===== config.mk =====
export PLATFORM = sky130hd
export DESIGN_NAME = frv_asi_wb
export DESIGN_NICKNAME = d
export VERILOG_FILES = /design/src/rtl/frv_asi_wb.sv
export SDC_FILE = /design/constraint.sdc
export NUM_CORES = 1
export LEC_CHECK = 0
export CORE_ASPECT_RATIO = 0.6
export CORE_MARGIN = 4
export CORE_UTILIZATION = 54
export CTS_BUF_LIST = sky130_fd_sc_hd__clkbuf_8
export DETAILED_ROUTE_END_ITERATION = 16
export PLACE_DENSITY = 0.84
export SETUP_SLACK_MARGIN = 0.5
export SYNTH_ARGS = -nofsm -noshare
export SYNTH_HDL_FRONTEND = slang
export SYNTH_SLANG_ARGS = --single-unit

===== constraint.sdc =====
create_clock -name g_clk -period 2.6 [get_ports g_clk]
set_input_delay 0.26 -clock g_clk [delete_from_list [all_inputs] [get_ports g_clk]]
set_output_delay 0.26 -clock g_clk [all_outputs]
set_load 0.01 [all_outputs]

===== src/rtl/frv_asi_wb.sv =====
// Result staging buffer behind the ASI execute unit: two-entry skid FIFO with registered
// head outputs, pipeline flush and a saturating back-pressure cycle counter.
module frv_asi_wb #(
    parameter int unsigned XLEN = 32,
    parameter int unsigned RDW  = 5,
    parameter int unsigned CNTW = 16
) (
    input  logic            g_clk,
    input  logic            g_resetn,
    input  logic            flush,
    input  logic            in_valid,
    output logic            in_ready,
    input  logic [XLEN-1:0] in_result,
    input  logic [RDW-1:0]  in_rd,
    output logic            out_valid,
    input  logic            out_ready,
    output logic [XLEN-1:0] out_result,
    output logic [RDW-1:0]  out_rd,
    output logic [CNTW-1:0] stall_count
);

    typedef enum logic [1:0] {StEmpty, StOne, StFull} state_e;

    state_e            state_q, state_d;
    logic              out_valid_q, out_valid_d;
    logic [XLEN-1:0]   head_result_q, head_result_d;
    logic [RDW-1:0]    head_rd_q, head_rd_d;
    logic [XLEN-1:0]   skid_result_q, skid_result_d;
    logic [RDW-1:0]    skid_rd_q, skid_rd_d;
    logic [CNTW-1:0]   stall_cnt_q, stall_cnt_d;
    logic              push, pop;

    // Depends on state only, so upstream never sees a path from out_ready.
    assign in_ready = (state_q != StFull);

    // Writes to x0 complete the handshake but are never stored.
    assign push = in_valid && in_ready && !flush && (in_rd != '0);
    assign pop  = out_valid_q && out_ready && !flush;

    always_comb begin
        state_d       = state_q;
        head_result_d = head_result_q;
        head_rd_d     = head_rd_q;
        skid_result_d = skid_result_q;
        skid_rd_d     = skid_rd_q;
        stall_cnt_d   = stall_cnt_q;

        unique case (state_q)
            StEmpty: begin
                if (push) begin
                    state_d       = StOne;
                    head_result_d = in_result;
                    head_rd_d     = in_rd;
                end
            end
            StOne: begin
                if (push && pop) begin
                    head_result_d = in_result;
                    head_rd_d     = in_rd;
                end else if (push) begin
                    state_d       = StFull;
                    skid_result_d = in_result;
                    skid_rd_d     = in_rd;
                end else if (pop) begin
                    state_d = StEmpty;
                end
            end
            StFull: begin
                if (pop) begin
                    state_d       = StOne;
                    head_result_d = skid_result_q;
                    head_rd_d     = skid_rd_q;
                end
            end
            default: state_d = StEmpty;
        endcase

        // Head data is left stale on flush; only the valid state is cleared.
        if (flush) begin
            state_d = StEmpty;
        end

        out_valid_d = (state_d != StEmpty);

        if (in_valid && !in_ready && (stall_cnt_q != '1)) begin
            stall_cnt_d = stall_cnt_q + CNTW'(1);
        end
    end

    always_ff @(posedge g_clk or negedge g_resetn) begin
        if (!g_resetn) begin
            state_q       <= StEmpty;
            out_valid_q   <= 1'b0;
            head_result_q <= '0;
            head_rd_q     <= '0;
            skid_result_q <= '0;
            skid_rd_q     <= '0;
            stall_cnt_q   <= '0;
        end else begin
            state_q       <= state_d;
            out_valid_q   <= out_valid_d;
            head_result_q <= head_result_d;
            head_rd_q     <= head_rd_d;
            skid_result_q <= skid_result_d;
            skid_rd_q     <= skid_rd_d;
            stall_cnt_q   <= stall_cnt_d;
        end
    end

    assign out_valid   = out_valid_q;
    assign out_result  = head_result_q;
    assign out_rd      = head_rd_q;
    assign stall_count = stall_cnt_q;

endmodule


==> key figures, run 1 <==
Status
  – Run status: completed

Yosys
  – Count of state elements after synthesis: 93
  – Fraction of the mapped netlist area in compound gates: 1.74%
  – Synth Cell Area: 0.00445 mm²
  – Multiplexer fraction of the synthesized cell area: 24.0%
  – Main synth FF type: sky130_fd_sc_hd__dfrtp_1
  – Leading area contributor after synthesis: sky130_fd_sc_hd__dfrtp_1
  – Post-synth cell types: 34
  – Main combinational cell family by area after synthesis: multiplexers
  – Proportion of synthesized chip area in sequential cells: 52.3%
  – Ranking of synthesized cells by instance count: sky130_fd_sc_hd__nand2_1 (119), sky130_fd_sc_hd__dfrtp_1 (93), sky130_fd_sc_hd__mux2_4 (60)
  – Synth area leaders: sky130_fd_sc_hd__dfrtp_1 (52%), sky130_fd_sc_hd__mux2_4 (20%), sky130_fd_sc_hd__nand2_1 (10%)
  – Synthesized-area fraction occupied by and/or/nand/nor cells: 15.4%
  – Synthesized net count: 408
  – Number of flops mapped to enable cells by yosys: 0
  – Number of cells produced by synthesis: 365
  – Average cell area after synthesis: 12.2 µm²
  – Adder and majority gate portion of the synthesized area: 0.281%
  – Number of warnings issued by yosys: 0
  – Post-synth top area share: 52.3%
  – Xor/xnor cell area share of the yosys netlist: 2.95%
  – Async set-or-reset flop fraction in the synthesized netlist: 100%
  – Most frequent cell after synthesis: sky130_fd_sc_hd__nand2_1

Min path
  – Tightest Hold Check Type: in -> async

STA
  – Final setup viols: 0
  – RSZ-0062 raised after global routing: false
  – Highest clock frequency the design can meet: 492 MHz
  – Final worst path period need: 2.03 ns
  – Maximum clock skew at final layout: 0.00633 ns
  – Worst-case headroom to the max-slew limit: 59.1%
  – Hold Violations, Final: 0
  – Tcrit/Tclk final: 78.2%
  – Final-layout setup total negative slack: 0 ns
  – Slew Viols, Final: 0
  – Transition time at the pin with the least slew margin: 0.614 ns
  – Final worst hold slack: 0.455 ns

Layout
  – Area taken by flip-flops and latches: 0.00233 mm²
  – Antenna Cells: 0
  – Fillers: 589
  – Share of cells above drive strength 1: 23.0%
  – Fin cells: 581
  – Synth-to-Final Area Change: 28.5%
  – Number of nets in the final layout: 512
  – Utilization after layout: 72.0%
  – Multi-input logic area: 0.00199 mm²

Power and ir drop
  – Clock network power share: 19.6%
  – Power density over cell area: 758 mW/mm²
  – Proportion of total power due to net switching: 27.8%
  – P_int: 3.13 mW
  – Static Leak: 2.78 nW
  – Overall power: 4.34 mW
  – Switching pwr: 1.21 mW
  – Proportion of power drawn by combinational gates: 31.3%
  – Worst ir drop on vdd: 0.475 mV
  – Sequential Power Share: 49.1%

CTS
  – Number of buffers added by the clock tree synthesis step: 9
  – Clock latency at the later pin of the worst-skew pair: 0.36 ns
  – H-tree level count: 3
  – Clock sink total: 93
  – CTS clock-pin slew for the worst setup and hold paths: 0.08 ns
  – Clock tree root buffer cell: sky130_fd_sc_hd__clkbuf_8
  – Clock tree from TritonCTS: built
  – Maximum buffer depth of the clock tree: 2

Global route
  – Wire length of the first global-routing pass: 16,600 µm
  – Number of global-route vias before repair: 3,180
  – Initial antenna violation count: 0
  – Pin count of the biggest net entering global routing: 51
  – Gr usage total: 21.6%
  – Congestion Overflow GR: 0

Die
  – Die outline height: 78.3 µm
  – Die area: 0.00981 mm²
  – Num rows: 25
  – Effective utilization at floorplan: 56.0%
  – Ports: 97
  – Horizontal extent of the die: 125 µm
  – Core region area: 0.00795 mm²

Worst setup path
  – CP Launch Point: in_rd[2]
  – Launching point of the worst reg2reg path: stall_count[0]$_DFFE_PN0P_
  – Reg-to-Reg End: stall_count[1]$_DFFE_PN0P_
  – Worst Path Arrival: 2.28 ns
  – Data required time at the worst endpoint: 2.85 ns
  – Critical path peak fanout: 20
  – Type of the worst setup path: in -> reg
  – Crit path launch type: input port
  – Crit. End Element: flip-flop
  – Slack of the worst reg-to-reg path: 0.65 ns
  – Register-to-Register Path Depth: 6
  – Worst setup path endpoint: skid_result_q[28]$_DFFE_PN0P_

Detailed routing
  – Number of DRC violations after detailed-routing iteration 0: 207
  – Number of nets still failing antenna checks after routing: 0
  – DRC: 0
  – First-pass DRT Iterations: 4
  – Wire length after detailed routing: 9940 µm
  – Wire length per cell after detailed routing: 17.1 µm
  – Vias per std cell: 5.28
  – Vias post-DR: 3,067

Place
  – Half-perimeter wire length after placement: 7080 µm
  – Dpl cells: 564
  – Port bufs: 96
  – Placer's final routability congestion estimate: 0.801

Job
  – Max-capacitance violation count: 0
stage by stage:
stage	cell area, µm²	setup WS [ns]
5_1_grt	5720	0.519
2_1_floorplan	4450	0.753
3_3_place_gp	5540	0.254
3_5_place_dp	5540	0.187
4_1_cts	5720	0.580
6_report	5720	0.567
timing repair:
action | CTS | global route
hold buffers | 1 | 0
buffers inserted | 1 | 0
endpoints found under the hold margin | 48 | 0
resized for setup | 1 | 0
setup endpoints to repair | 1 | 0
power by group through the flow:
stage	clock, mW	combinational [mW]	sequential [mW]
floorplan	0	0.685	2.16
global placement	0	1.33	2.11
detailed placement	0	1.37	2.14
CTS	0.871	1.38	2.12
global route	0.944	1.45	2.18
finish	0.850	1.36	2.13
layer usage:
| metal | global-route usage, % | wire, µm |
|---|---|---|
| met1 | 29.5 | 4780 |
| met2 | 32.8 | 4340 |
| met3 | 7.00 | 665 |
| met4 | 7.14 | 150 |
| met5 | 0 | 0 |
worst min path at each step:
stage | to | slack [ns] | cells after the start
after floorplan | out_rd[0]$_DFFE_PN0P_ | -0.04 | 0
after global placement | skid_result_q[16]$_DFFE_PN0P_ | 0.32 | 1
after detailed placement | skid_result_q[16]$_DFFE_PN0P_ | 0.32 | 1
after CTS | skid_result_q[16]$_DFFE_PN0P_ | 0.47 | 2
after global routing | skid_result_q[16]$_DFFE_PN0P_ | 0.51 | 2
final | skid_result_q[16]$_DFFE_PN0P_ | 0.45 | 2
state kept, by name (all words and copies together), names as in the netlist:
| signal | count |
|---|---|
| state_q | 2 |
| out_valid | 1 |
| out_rd | 5 |
| stall_count | 16 |
| out_result | 32 |
| skid_result_q | 32 |
| skid_rd_q | 5 |
cells by family (layout without fill, tap and decap cells):
group | after synthesis | in the layout
buf+inv | 18 | 126
xor+xnor | 15 | 15
mux | 75 | 75
fa+ha+maj | 1 | 1
compound gates | 7 | 7
simple gates | 156 | 156
flops | 93 | 93
area by class of cell:
class                      instances  area share, %
sequential                        93           40.7
multi-input combinational        254           34.7
inverter                           1         0.0656
timing repair buffer             110           19.3
clock buffer                      10           2.41
tap                              108           2.36
clock inverter                     5          0.503
cell usage in the layout, fill, tap and decap left out, types with 2 or more instances in the layout:
| master | synthesis | routed |
|---|---|---|
| sky130_fd_sc_hd__and3_1 | 2 | 2 |
| sky130_fd_sc_hd__and4_1 | 2 | 2 |
| sky130_fd_sc_hd__buf_12 | 3 | 3 |
| sky130_fd_sc_hd__buf_4 | 0 | 11 |
| sky130_fd_sc_hd__clkbuf_8 | 0 | 10 |
| sky130_fd_sc_hd__clkdlybuf4s50_1 | 0 | 94 |
| sky130_fd_sc_hd__clkinv_2 | 0 | 2 |
| sky130_fd_sc_hd__clkinvlp_4 | 0 | 2 |
| sky130_fd_sc_hd__dfrtp_1 | 93 | 93 |
| sky130_fd_sc_hd__inv_1 | 1 | 2 |
| sky130_fd_sc_hd__mux2_2 | 15 | 15 |
| sky130_fd_sc_hd__mux2_4 | 60 | 60 |
| sky130_fd_sc_hd__nand2_1 | 119 | 119 |
| sky130_fd_sc_hd__nand3_1 | 5 | 5 |
| sky130_fd_sc_hd__nand4_1 | 3 | 3 |
| sky130_fd_sc_hd__nor2_1 | 3 | 3 |
| sky130_fd_sc_hd__nor3_1 | 6 | 6 |
| sky130_fd_sc_hd__nor3b_1 | 2 | 2 |
| sky130_fd_sc_hd__nor4_1 | 5 | 5 |
| sky130_fd_sc_hd__xor2_1 | 15 | 15 |
worst max-delay path, stage by stage:
cell,delay [ns]
sky130_fd_sc_hd__clkdlybuf4s50_1,0.45
sky130_fd_sc_hd__or4_4,0.57
sky130_fd_sc_hd__o21ai_4,0.23
sky130_fd_sc_hd__or4_2,0.21
sky130_fd_sc_hd__buf_12,0.19
sky130_fd_sc_hd__mux2_2,0.36
No activity file was read; power rests on OpenSTA's default activity.
==> inputs of run 2 (changes only) <==
CORE_UTILIZATION = 47   (was 54)
PLACE_DENSITY = 0.78   (was 0.84)
clock period = 1.7 ns   (was 2.6 ns; I/O delays follow)
==> run 2 against run 1 <==
The run now ends with setup timing left. Non-clock buffer count is 88 higher. Combinational power is 76% higher. Worst setup slack worse by 0.74 ns. Sequential power is 53% higher. Critical path depth stayed put. Sequential cell count stayed put.
==> key figures, run 2 (synthesis gave the netlist of run 1 again) <==
Status
  – Run status: finished with violations
  – Violated checks: setup timing

Worst setup path
  – Crit path launch type: flip-flop
  – Worst Path Arrival: 2.13 ns
  – Slack of the worst reg-to-reg path: -0.17 ns
  – Type of the worst setup path: reg -> reg
  – Register-to-Register Path Depth: 6
  – CP Launch Point: out_valid$_DFF_PN0_
  – Critical path peak fanout: 13
  – Crit. End Element: flip-flop
  – Data required time at the worst endpoint: 1.96 ns
  – Worst setup path endpoint: out_result[29]$_DFFE_PN0P_
  – Launching point of the worst reg2reg path: out_valid$_DFF_PN0_
  – Reg-to-Reg End: out_result[29]$_DFFE_PN0P_

STA
  – Final-layout setup total negative slack: -9.36 ns
  – Transition time at the pin with the least slew margin: 0.538 ns
  – Hold Violations, Final: 0
  – Worst-case headroom to the max-slew limit: 64.2%
  – Setup slack of the critical path after layout: -0.169 ns
  – Final setup viols: 81
  – Highest clock frequency the design can meet: 535 MHz
  – Final worst hold slack: 0.0675 ns
  – Slew Viols, Final: 0
  – RSZ-0062 raised after global routing: true
  – Maximum clock skew at final layout: 0.0119 ns
  – Tcrit/Tclk final: 110%
  – Final worst path period need: 1.87 ns

Global route
  – Global routing's busiest layer: met2
  – Met3 demand-to-capacity share in global routing: 6.90%
  – Congestion Overflow GR: 0
  – Fraction of met1 tracks used by global routing: 33.4%
  – Gr usage total: 23.8%
  – Initial antenna violation count: 0
  – GRT met2 Usage: 36.8%
  – Wire length of the first global-routing pass: 20,700 µm
  – Number of global-route vias before repair: 3,811
  – Pin count of the biggest net entering global routing: 45

Die
  – Die area: 0.0111 mm²
  – Num rows: 27
  – Effective utilization at floorplan: 48.4%
  – Core region area: 0.00919 mm²
  – Die outline height: 83.4 µm
  – Ports: 97
  – Horizontal extent of the die: 134 µm

Layout
  – Commonest cells after routing, fill and taps aside: sky130_fd_sc_hd__nand2_1 (117), sky130_fd_sc_hd__dfrtp_1 (91), sky130_fd_sc_hd__mux2_4 (75), sky130_fd_sc_hd__buf_6 (61), sky130_fd_sc_hd__buf_4 (43)
  – Final design instance area without fill: 0.00699 mm²
  – Antenna Cells: 0
  – Share of cells above drive strength 1: 51.1%
  – Synth-to-Final Area Change: 57.1%
  – Commonest non-fill, non-tap cell in the layout: sky130_fd_sc_hd__nand2_1
  – Number of nets in the final layout: 600

Detailed routing
  – Wire length per cell after detailed routing: 18.7 µm
  – First-pass DRT Iterations: 4
  – DRC: 0
  – Number of DRC violations after detailed-routing iteration 0: 233
  – Vias post-DR: 3,498
  – Wire length after detailed routing: 13,000 µm
  – Number of nets still failing antenna checks after routing: 0
  – Vias per std cell: 5.05

Job
  – Max-capacitance violation count: 0

Place
  – Post-place setup slack: -0.533 ns
  – Half-perimeter wire length after placement: 7220 µm
  – Placer's final routability congestion estimate: 0.772
  – Placement Cell Area: 0.00594 mm²
  – Port bufs: 96

CTS
  – Clock tree from TritonCTS: built
  – Maximum buffer depth of the clock tree: 2
  – Clock latency at the later pin of the worst-skew pair: 0.38 ns
  – H-tree level count: 3
  – Clock sink total: 93
  – Number of buffers added by the clock tree synthesis step: 9
  – Clock tree root buffer cell: sky130_fd_sc_hd__clkbuf_8
  – CTS clock-pin slew for the worst setup and hold paths: 0.09 ns

Min path
  – Tightest Hold Check Type: in -> reg
  – Hold Path Depth: 2
  – Origin of the worst min-delay path: in_rd[0]

Power and ir drop
  – Worst ir drop on vdd: 0.524 mV
  – Static Leak: 3.59 nW
  – Power density over cell area: 1010 mW/mm²
==> run 2: timing repair <==
action,in CTS,in global routing
endpoints found under the setup margin,148,140
hold endpoints to repair,37,0
hold buffers,1,0
cloned,7,2
pin swaps,33,18
resized for setup,269,56
buffers inserted,43,10
==> run 2: layout make-up <==
type                    instances  area [µm²]
repair buffers                198        1990
clock inverters                 5        35.0
multi-input cells             254        2310
flip-flops and latches         93        2330
fillers                       568        2200
inverters                       1        11.3
clock buffers                  11         151
well taps                     130         163
==> run 2: stage by stage <==
step                total power [mW]  utilization (%)  std cells
global placement                5.40             64.6        613
global route                    7.44             76.1        692
floorplan                       4.41                -        365
detailed placement              5.49             64.6        613
finish                          7.07             76.1        692
CTS                             7.09             75.5        680
==> run 2: worst min path at each step <==
stage	end
6_report	skid_rd_q[0]$_DFFE_PN0P_
5_1_grt	skid_rd_q[0]$_DFFE_PN0P_
4_1_cts	skid_rd_q[0]$_DFFE_PN0P_
3_5_place_dp	stall_count[12]$_DFFE_PN0P_
3_3_place_gp	stall_count[12]$_DFFE_PN0P_
2_1_floorplan	out_rd[0]$_DFFE_PN0P_
==> run 2: layer usage <==
layer	share of wire, %	vias up
met5	0	-
met4	1.3	0
met3	6.7	17
met2	45	134
met1	47	1730
li1	-	1617
==> run 2: critical path: stages, from the launching register on <==
cell                      delay [ns]
sky130_fd_sc_hd__dfrtp_1        0.37
sky130_fd_sc_hd__nand2_2        0.07
sky130_fd_sc_hd__or4b_4         0.55
sky130_fd_sc_hd__o41ai_4        0.07
sky130_fd_sc_hd__buf_6          0.19
sky130_fd_sc_hd__buf_12         0.18
sky130_fd_sc_hd__mux2_4         0.31
==> run 2: power breakdown <==
part	total [mW]	leakage, nW	switching [mW]	internal (mW)
Sequential	3.25	1.14	0.412	2.84
Combinational	2.39	2.37	0.857	1.53
Clock	1.43	0.0894	0.821	0.612
